===== config.mk =====
export PLATFORM = sky130hd
export DESIGN_NAME = dm_sba
export DESIGN_NICKNAME = d
export VERILOG_FILES = /design/src/rtl/dm_sba.sv
export SDC_FILE = /design/constraint.sdc
export NUM_CORES = 1
export LEC_CHECK = 0
export ABC_CLOCK_PERIOD_IN_PS = 9850
export BUFFER_PORTS_ARGS = -buffer_cell sky130_fd_sc_hd__clkbuf_2
export CORE_UTILIZATION = 61
export DETAILED_ROUTE_END_ITERATION = 10
export PLACE_DENSITY = 0.86
export SLEW_MARGIN = 20
export SYNTH_ARGS = -nofsm -noshare
export SYNTH_HDL_FRONTEND = slang
export SYNTH_SLANG_ARGS = --single-unit

===== constraint.sdc =====
create_clock -name clk -period 9.85 [get_ports clk]
set_clock_uncertainty 0.15 [all_clocks]
set_input_delay 0.4925 -clock clk [delete_from_list [all_inputs] [get_ports clk]]
set_output_delay 0.4925 -clock clk [all_outputs]
set_load 0.05 [all_outputs]

===== src/rtl/dm_sba.sv =====
// System-bus access block of the debug module: SBCS / SBADDRESS0 / SBDATA0 behind a DMI port.
// Define DM_SBA_TIMEOUT_EN to add a bus-response timeout of SBA_TIMEOUT_CYCLES cycles.
module dm_sba #(
  parameter int unsigned SBA_TIMEOUT_CYCLES = 256
) (
  input  logic        clk,
  input  logic        rst_n,
  input  logic        dmi_req_valid,
  output logic        dmi_req_ready,
  input  logic [40:0] dmi_req,
  output logic        dmi_resp_valid,
  input  logic        dmi_resp_ready,
  output logic [33:0] dmi_resp,
  output logic        sba_req_valid,
  input  logic        sba_req_ready,
  output logic        sba_req_we,
  output logic [31:0] sba_req_addr,
  output logic [31:0] sba_req_wdata,
  output logic [3:0]  sba_req_be,
  input  logic        sba_resp_valid,
  input  logic [31:0] sba_resp_rdata,
  input  logic        sba_resp_err
);

  typedef enum logic [2:0] {
    SBA_IDLE, SBA_READ, SBA_WRITE, SBA_WAIT_READ, SBA_WAIT_WRITE
  } sba_state_e;

  localparam logic [6:0] ADDR_SBCS    = 7'h38;
  localparam logic [6:0] ADDR_SBADDR0 = 7'h39;
  localparam logic [6:0] ADDR_SBDATA0 = 7'h3C;
  localparam logic [1:0] OP_READ      = 2'd1;
  localparam logic [1:0] OP_WRITE     = 2'd2;

  sba_state_e  state_q, state_d;
  logic        rdonaddr_q, rdonaddr_d, autoinc_q, autoinc_d, rdondata_q, rdondata_d;
  logic        busyerr_q, busyerr_d;
  logic [2:0]  access_q, access_d, sberr_q, sberr_d;
  logic [1:0]  size_q, size_d;
  logic [31:0] addr_q, addr_d, data_q, data_d;
  logic        resp_valid_q, resp_valid_d;
  logic [33:0] resp_q, resp_d;
  logic        req_valid_q, req_valid_d, req_we_q, req_we_d;
  logic [31:0] req_addr_q, req_addr_d, req_wdata_q, req_wdata_d;
  logic [3:0]  req_be_q, req_be_d;

`ifdef DM_SBA_TIMEOUT_EN
  localparam int unsigned CW = $clog2(SBA_TIMEOUT_CYCLES) + 1;
  logic [CW-1:0] cnt_q, cnt_d;
`endif

  logic [6:0]  req_a;
  logic [1:0]  req_op;
  logic [31:0] req_wd;
  logic        busy, err_block;
  logic [31:0] sbcs, rdata, start_addr, start_data, rd_shift, rd_aligned;
  logic        start_rd, start_wr, misaligned;

  assign req_a     = dmi_req[40:34];
  assign req_op    = dmi_req[33:32];
  assign req_wd    = dmi_req[31:0];
  assign busy      = (state_q != SBA_IDLE);
  assign err_block = busyerr_q || (sberr_q != 3'd0);
  assign sbcs      = {3'd1, 6'd0, busyerr_q, busy, rdonaddr_q, access_q, autoinc_q,
                      rdondata_q, sberr_q, 7'd32, 5'b00111};

  assign rd_shift   = sba_resp_rdata >> {req_addr_q[1:0], 3'b000};
  assign rd_aligned = (size_q == 2'd0) ? {24'd0, rd_shift[7:0]} :
                      (size_q == 2'd1) ? {16'd0, rd_shift[15:0]} : rd_shift;

  always_comb begin
    state_d     = state_q;
    rdonaddr_d  = rdonaddr_q;
    autoinc_d   = autoinc_q;
    rdondata_d  = rdondata_q;
    busyerr_d   = busyerr_q;
    access_d    = access_q;
    sberr_d     = sberr_q;
    size_d      = size_q;
    addr_d      = addr_q;
    data_d      = data_q;
    resp_valid_d = resp_valid_q && !dmi_resp_ready;
    resp_d      = resp_q;
    req_valid_d = req_valid_q;
    req_we_d    = req_we_q;
    req_addr_d  = req_addr_q;
    req_wdata_d = req_wdata_q;
    req_be_d    = req_be_q;
`ifdef DM_SBA_TIMEOUT_EN
    cnt_d       = cnt_q;
`endif
    rdata       = 32'd0;
    start_rd    = 1'b0;
    start_wr    = 1'b0;
    start_addr  = addr_q;
    start_data  = data_q;

    if (dmi_req_valid && dmi_req_ready) begin
      resp_valid_d = 1'b1;
      if (req_op == OP_WRITE) begin
        case (req_a)
          ADDR_SBCS: begin
            rdonaddr_d = req_wd[20];
            access_d   = req_wd[19:17];
            autoinc_d  = req_wd[16];
            rdondata_d = req_wd[15];
            busyerr_d  = busyerr_q & ~req_wd[22];
            sberr_d    = sberr_q & ~req_wd[14:12];
          end
          ADDR_SBADDR0: begin
            if (busy) busyerr_d = 1'b1;
            else if (!err_block) begin
              addr_d     = req_wd;
              start_addr = req_wd;
              start_rd   = rdonaddr_q;
            end
          end
          ADDR_SBDATA0: begin
            if (busy) busyerr_d = 1'b1;
            else if (!err_block) begin
              data_d     = req_wd;
              start_data = req_wd;
              start_wr   = 1'b1;
            end
          end
          default: ;
        endcase
      end else if (req_op == OP_READ) begin
        case (req_a)
          ADDR_SBCS:    rdata = sbcs;
          ADDR_SBADDR0: rdata = addr_q;
          ADDR_SBDATA0: begin
            rdata = data_q;
            if (busy) busyerr_d = 1'b1;
            else if (rdondata_q && !err_block) start_rd = 1'b1;
          end
          default: ;
        endcase
      end
      resp_d = {rdata, 2'b00};
    end

    misaligned = ((access_q == 3'd1) && start_addr[0]) ||
                 ((access_q == 3'd2) && (start_addr[1:0] != 2'd0));

    if (start_rd || start_wr) begin
      if (access_q > 3'd2) sberr_d = 3'd4;
      else if (misaligned) sberr_d = 3'd3;
      else begin
        state_d     = start_wr ? SBA_WRITE : SBA_READ;
        req_valid_d = 1'b1;
        req_we_d    = start_wr;
        req_addr_d  = start_addr;
        size_d      = access_q[1:0];
        case (access_q[1:0])
          2'd0: begin
            req_be_d    = 4'b0001 << start_addr[1:0];
            req_wdata_d = {4{start_data[7:0]}};
          end
          2'd1: begin
            req_be_d    = 4'b0011 << start_addr[1:0];
            req_wdata_d = {2{start_data[15:0]}};
          end
          default: begin
            req_be_d    = 4'b1111;
            req_wdata_d = start_data;
          end
        endcase
      end
    end

    // Completion updates come last so they win over a same-cycle W1C of sberror.
    case (state_q)
      SBA_READ, SBA_WRITE: begin
        if (sba_req_ready) begin
          req_valid_d = 1'b0;
          state_d     = (state_q == SBA_READ) ? SBA_WAIT_READ : SBA_WAIT_WRITE;
`ifdef DM_SBA_TIMEOUT_EN
          cnt_d       = CW'(SBA_TIMEOUT_CYCLES - 1);
`endif
        end
      end
      SBA_WAIT_READ, SBA_WAIT_WRITE: begin
        if (sba_resp_valid) begin
          state_d = SBA_IDLE;
          if (sba_resp_err) sberr_d = 3'd2;
          else begin
            if (state_q == SBA_WAIT_READ) data_d = rd_aligned;
            if (autoinc_q) addr_d = addr_q + (32'd1 << size_q);
          end
        end
`ifdef DM_SBA_TIMEOUT_EN
        else if (cnt_q == '0) begin
          state_d = SBA_IDLE;
          sberr_d = 3'd1;
        end else begin
          cnt_d = cnt_q - 1'b1;
        end
`endif
      end
      default: ;
    endcase
  end

  always_ff @(posedge clk or negedge rst_n) begin
    if (!rst_n) begin
      state_q      <= SBA_IDLE;
      rdonaddr_q   <= 1'b0;
      autoinc_q    <= 1'b0;
      rdondata_q   <= 1'b0;
      busyerr_q    <= 1'b0;
      access_q     <= 3'd2;
      sberr_q      <= 3'd0;
      size_q       <= 2'd0;
      addr_q       <= 32'd0;
      data_q       <= 32'd0;
      resp_valid_q <= 1'b0;
      resp_q       <= 34'd0;
      req_valid_q  <= 1'b0;
      req_we_q     <= 1'b0;
      req_addr_q   <= 32'd0;
      req_wdata_q  <= 32'd0;
      req_be_q     <= 4'd0;
`ifdef DM_SBA_TIMEOUT_EN
      cnt_q        <= '0;
`endif
    end else begin
      state_q      <= state_d;
      rdonaddr_q   <= rdonaddr_d;
      autoinc_q    <= autoinc_d;
      rdondata_q   <= rdondata_d;
      busyerr_q    <= busyerr_d;
      access_q     <= access_d;
      sberr_q      <= sberr_d;
      size_q       <= size_d;
      addr_q       <= addr_d;
      data_q       <= data_d;
      resp_valid_q <= resp_valid_d;
      resp_q       <= resp_d;
      req_valid_q  <= req_valid_d;
      req_we_q     <= req_we_d;
      req_addr_q   <= req_addr_d;
      req_wdata_q  <= req_wdata_d;
      req_be_q     <= req_be_d;
`ifdef DM_SBA_TIMEOUT_EN
      cnt_q        <= cnt_d;
`endif
    end
  end

  assign dmi_req_ready  = !resp_valid_q;
  assign dmi_resp_valid = resp_valid_q;
  assign dmi_resp       = resp_q;
  assign sba_req_valid  = req_valid_q;
  assign sba_req_we     = req_we_q;
  assign sba_req_addr   = req_addr_q;
  assign sba_req_wdata  = req_wdata_q;
  assign sba_req_be     = req_be_q;

endmodule


==> results.cfg <==
[setup_path]
cp_cell_sequence = or3_1, nor4_4, nand2_1, buf_4, mux2i_1, mux2i_1, mux2_4
crit_required_ns = 10.04
critPathMaxFanout = 18
path_class = reg2reg
worst_path_largest_cell_delay_ns = 0.92
endpoint_kind = flip-flop
worstPathArrival_ns = 4.35
startpoint_type = flip-flop
slowest_stage = nor4_4
crit_top_cell = mux2i_1

[global_routing]
antenna_found_initial = 0
grt_use_total = 0.4032
grt.overflow.total = 0
grt_max_degree = 106
grt_pass1_wl_mm = 52.74
first_global_vias = 9029

[logic_synthesis]
synth_top_family_by_area = multiplexers
synth.yosys.seq_area_share = 0.4409
async_flop_share = 1.000
yosys.area_share.xor_xnor = 0.003390
ys.flop_type = dfrtp_1
synth_area_leaders = dfrtp_1, mux2i_1, nand2_1, mux2_4, a21oi_1
synthAdderAreaFrac = 0.009202
syn_avg_cell_area_sq_um = 9.251
synth_compound_area_frac = 0.1665
yosys_warnings = 0
syn_area_sq_um = 10330
ys_seq_elements = 182
yosysTopAreaCell = dfrtp_1
synthDistinctLibCells = 69
netlist.area_leader.share = 0.4383
synth_enable_flop_cells = 0
synthMuxAreaShare = 0.1741
synthTopCellsByCount = nand2_1, dfrtp_1, mux2i_1
yosys.area_share.simple = 0.1596
yosysMostFrequentCell = nand2_1
syn_inst = 1117

[clock_network]
postCtsSetupRepairBufs = 0
cts_root_buffer = clkbuf_16
cts_hold_buf = 0
cts.htree.levels = 4
clockBufferDepth = 2
clk_latency_ns = 0.46
clock_sinks = 182
cts_resized = 0
clk_pin_slew_ns = 0.07
tritoncts = done
cts_inserted_buffers = 17

[cells_and_area]
area_growth_pct = 15.81
nNetsFinal = 1353
fin_util = 0.7217
instances_no_fill = 1499
drive_above_1_share = 0.2322
fin_area_sq_um = 11970
num_antenna_cells = 0

[routing]
firstDrtPassIters = 9
drt_iter0_markers = 1336
vias = 9815
post_drt_wl_per_cell_um = 23.05
antenna_left = 0
drt-total-wl_mm = 34.55
drc_errors = 0
via_per_inst = 6.548

[placement]
portBuffers = 183
placed_area_sq_um = 11340
gp_congestion = 0.9673
post-place-cells = 1467
dp_slack_ns = 5.685
place_hpwl_mm = 24.72

[min_path]
holdCritPathClass = in2async

[pwr]
ir_drop_mv = 0.1473
power_mw = 1.992
power.leakage_nw = 5.893
pwr_density_cell_nw_per_um2 = 166.5

[floorplan]
rows = 47
fp.dieW_um = 132.2
io_pins = 186
core_area_sq_um = 16580
dieHeight_um = 132.2
start_util = 0.6231
dieArea_sq_um = 17460

[timing]
setup_viol = 0
drv_slew = 0
max_freq_mhz = 240.3
min_period_ns = 4.162
grt_setup_unrepaired = false
max_slew_margin = 0.2343
hold_violations = 4
tightest_slew_ns = 1.147
fin_hold_ws_ns = -0.01391
finalSetupTns_ns = 0
period_share = 0.4225
layout_setup_ws_ns = 5.688

[flow_run]
drv_cap = 0

[outcome]
outcome = finished with violations
violations = negative hold slack
-- registers in the layout (all words and copies together) (netlist names) --
signal / count
addr_q: 32
size_q: 2
sba_req_be: 4
sba_req_wdata: 32
rdonaddr_q: 1
access_q: 3
dmi_resp: 32
autoinc_q: 1
rdondata_q: 1
sberr_q: 3
state_q: 3
data_q: 32
sba_req_valid: 1
sba_req_addr: 32
dmi_resp_valid: 1
sba_req_we: 1
busyerr_q: 1
-- power by group --
group          switching, mW  leakage (nW)  internal, mW
combinational          0.230          3.23         0.122
sequential             0.101          2.35         0.803
clock                  0.320         0.306         0.416
total                  0.651          5.89          1.34
-- critical path, delay by kind of cell (launching register included) --
kind / cells / cell delay [ns]
and+or+nand+nor: 3 / 2.24
buffers and inverters: 1 / 0.47
muxes: 3 / 0.72
DFF: 1 / 0.45
-- area by class of cell --
cell class / count / area, sq um
Multi-Input combinational cell: 826 / 5324
Fill cell: 1253 / 4616
Sequential cell: 182 / 4556
Timing Repair Buffer: 199 / 1042
Clock buffer: 19 / 452.9
Tap cell: 220 / 275.3
Clock inverter: 13 / 167.7
Inverter: 40 / 150.1
-- worst paths after layout --
kind                                start                end  slack, ns  cells after the start
max                            state_q[0]  sba_req_wdata[18]       5.69                      7
min                                 rst_n       dmi_resp[15]      -0.01                      1
max reg2reg                    state_q[0]  sba_req_wdata[18]       5.69                      7
min reg2reg                  dmi_resp[22]       dmi_resp[22]       0.33                      2
max in group asynchronous           rst_n  sba_req_wdata[12]       8.04                      2
min in group clk           dmi_resp_ready     dmi_resp_valid       0.09                      2
-- logic make-up (layout without fill, tap and decap cells) --
| group | count (synthesis) | in the layout |
|---|---|---|
| other | 1 | 2 |
| adders and majority gates | 7 | 7 |
| and+or+nand+nor | 373 | 373 |
| buffers and inverters | 110 | 271 |
| muxes | 159 | 159 |
| AOI/OAI and AO/OA | 281 | 281 |
| xor gates and xnor gates | 4 | 4 |
| DFF | 182 | 182 |
-- layout by cell type, fill, tap and decap left out, drive strengths merged, types with 4 or more instances in the layout --
cell type  netlist  routed
a211oi          29      29
a21oi           87      87
a22oi           24      24
and3            12      12
buf             21      17
clkbuf          49     201
clkinv           1       6
dfrtp          181     181
ha               6       6
inv             39      43
mux2            58      58
mux2i          101     101
nand2          199     199
nand2b           4       4
nand3           13      13
nand4            6       6
nor2            85      85
nor2b           13      13
nor3            10      10
nor4             6       6
o21a             4       4
o21ai           77      77
o22ai           28      28
or4              4       4
-- routing by layer --
| layer | vias up | share of wire | track usage | wire [um] |
|---|---|---|---|---|
| met1 | 4667 | 0.39 | 0.5637 | 13610 |
| met4 | 0 | 0.053 | 0.1970 | 1818 |
| met3 | 148 | 0.12 | 0.09804 | 4254 |
| met5 | - | 0 | 0 | 0 |
| li1 | 4261 | - | - | - |
| met2 | 739 | 0.43 | 0.5899 | 14870 |
Note: power is estimated with default switching activity, not from simulation.
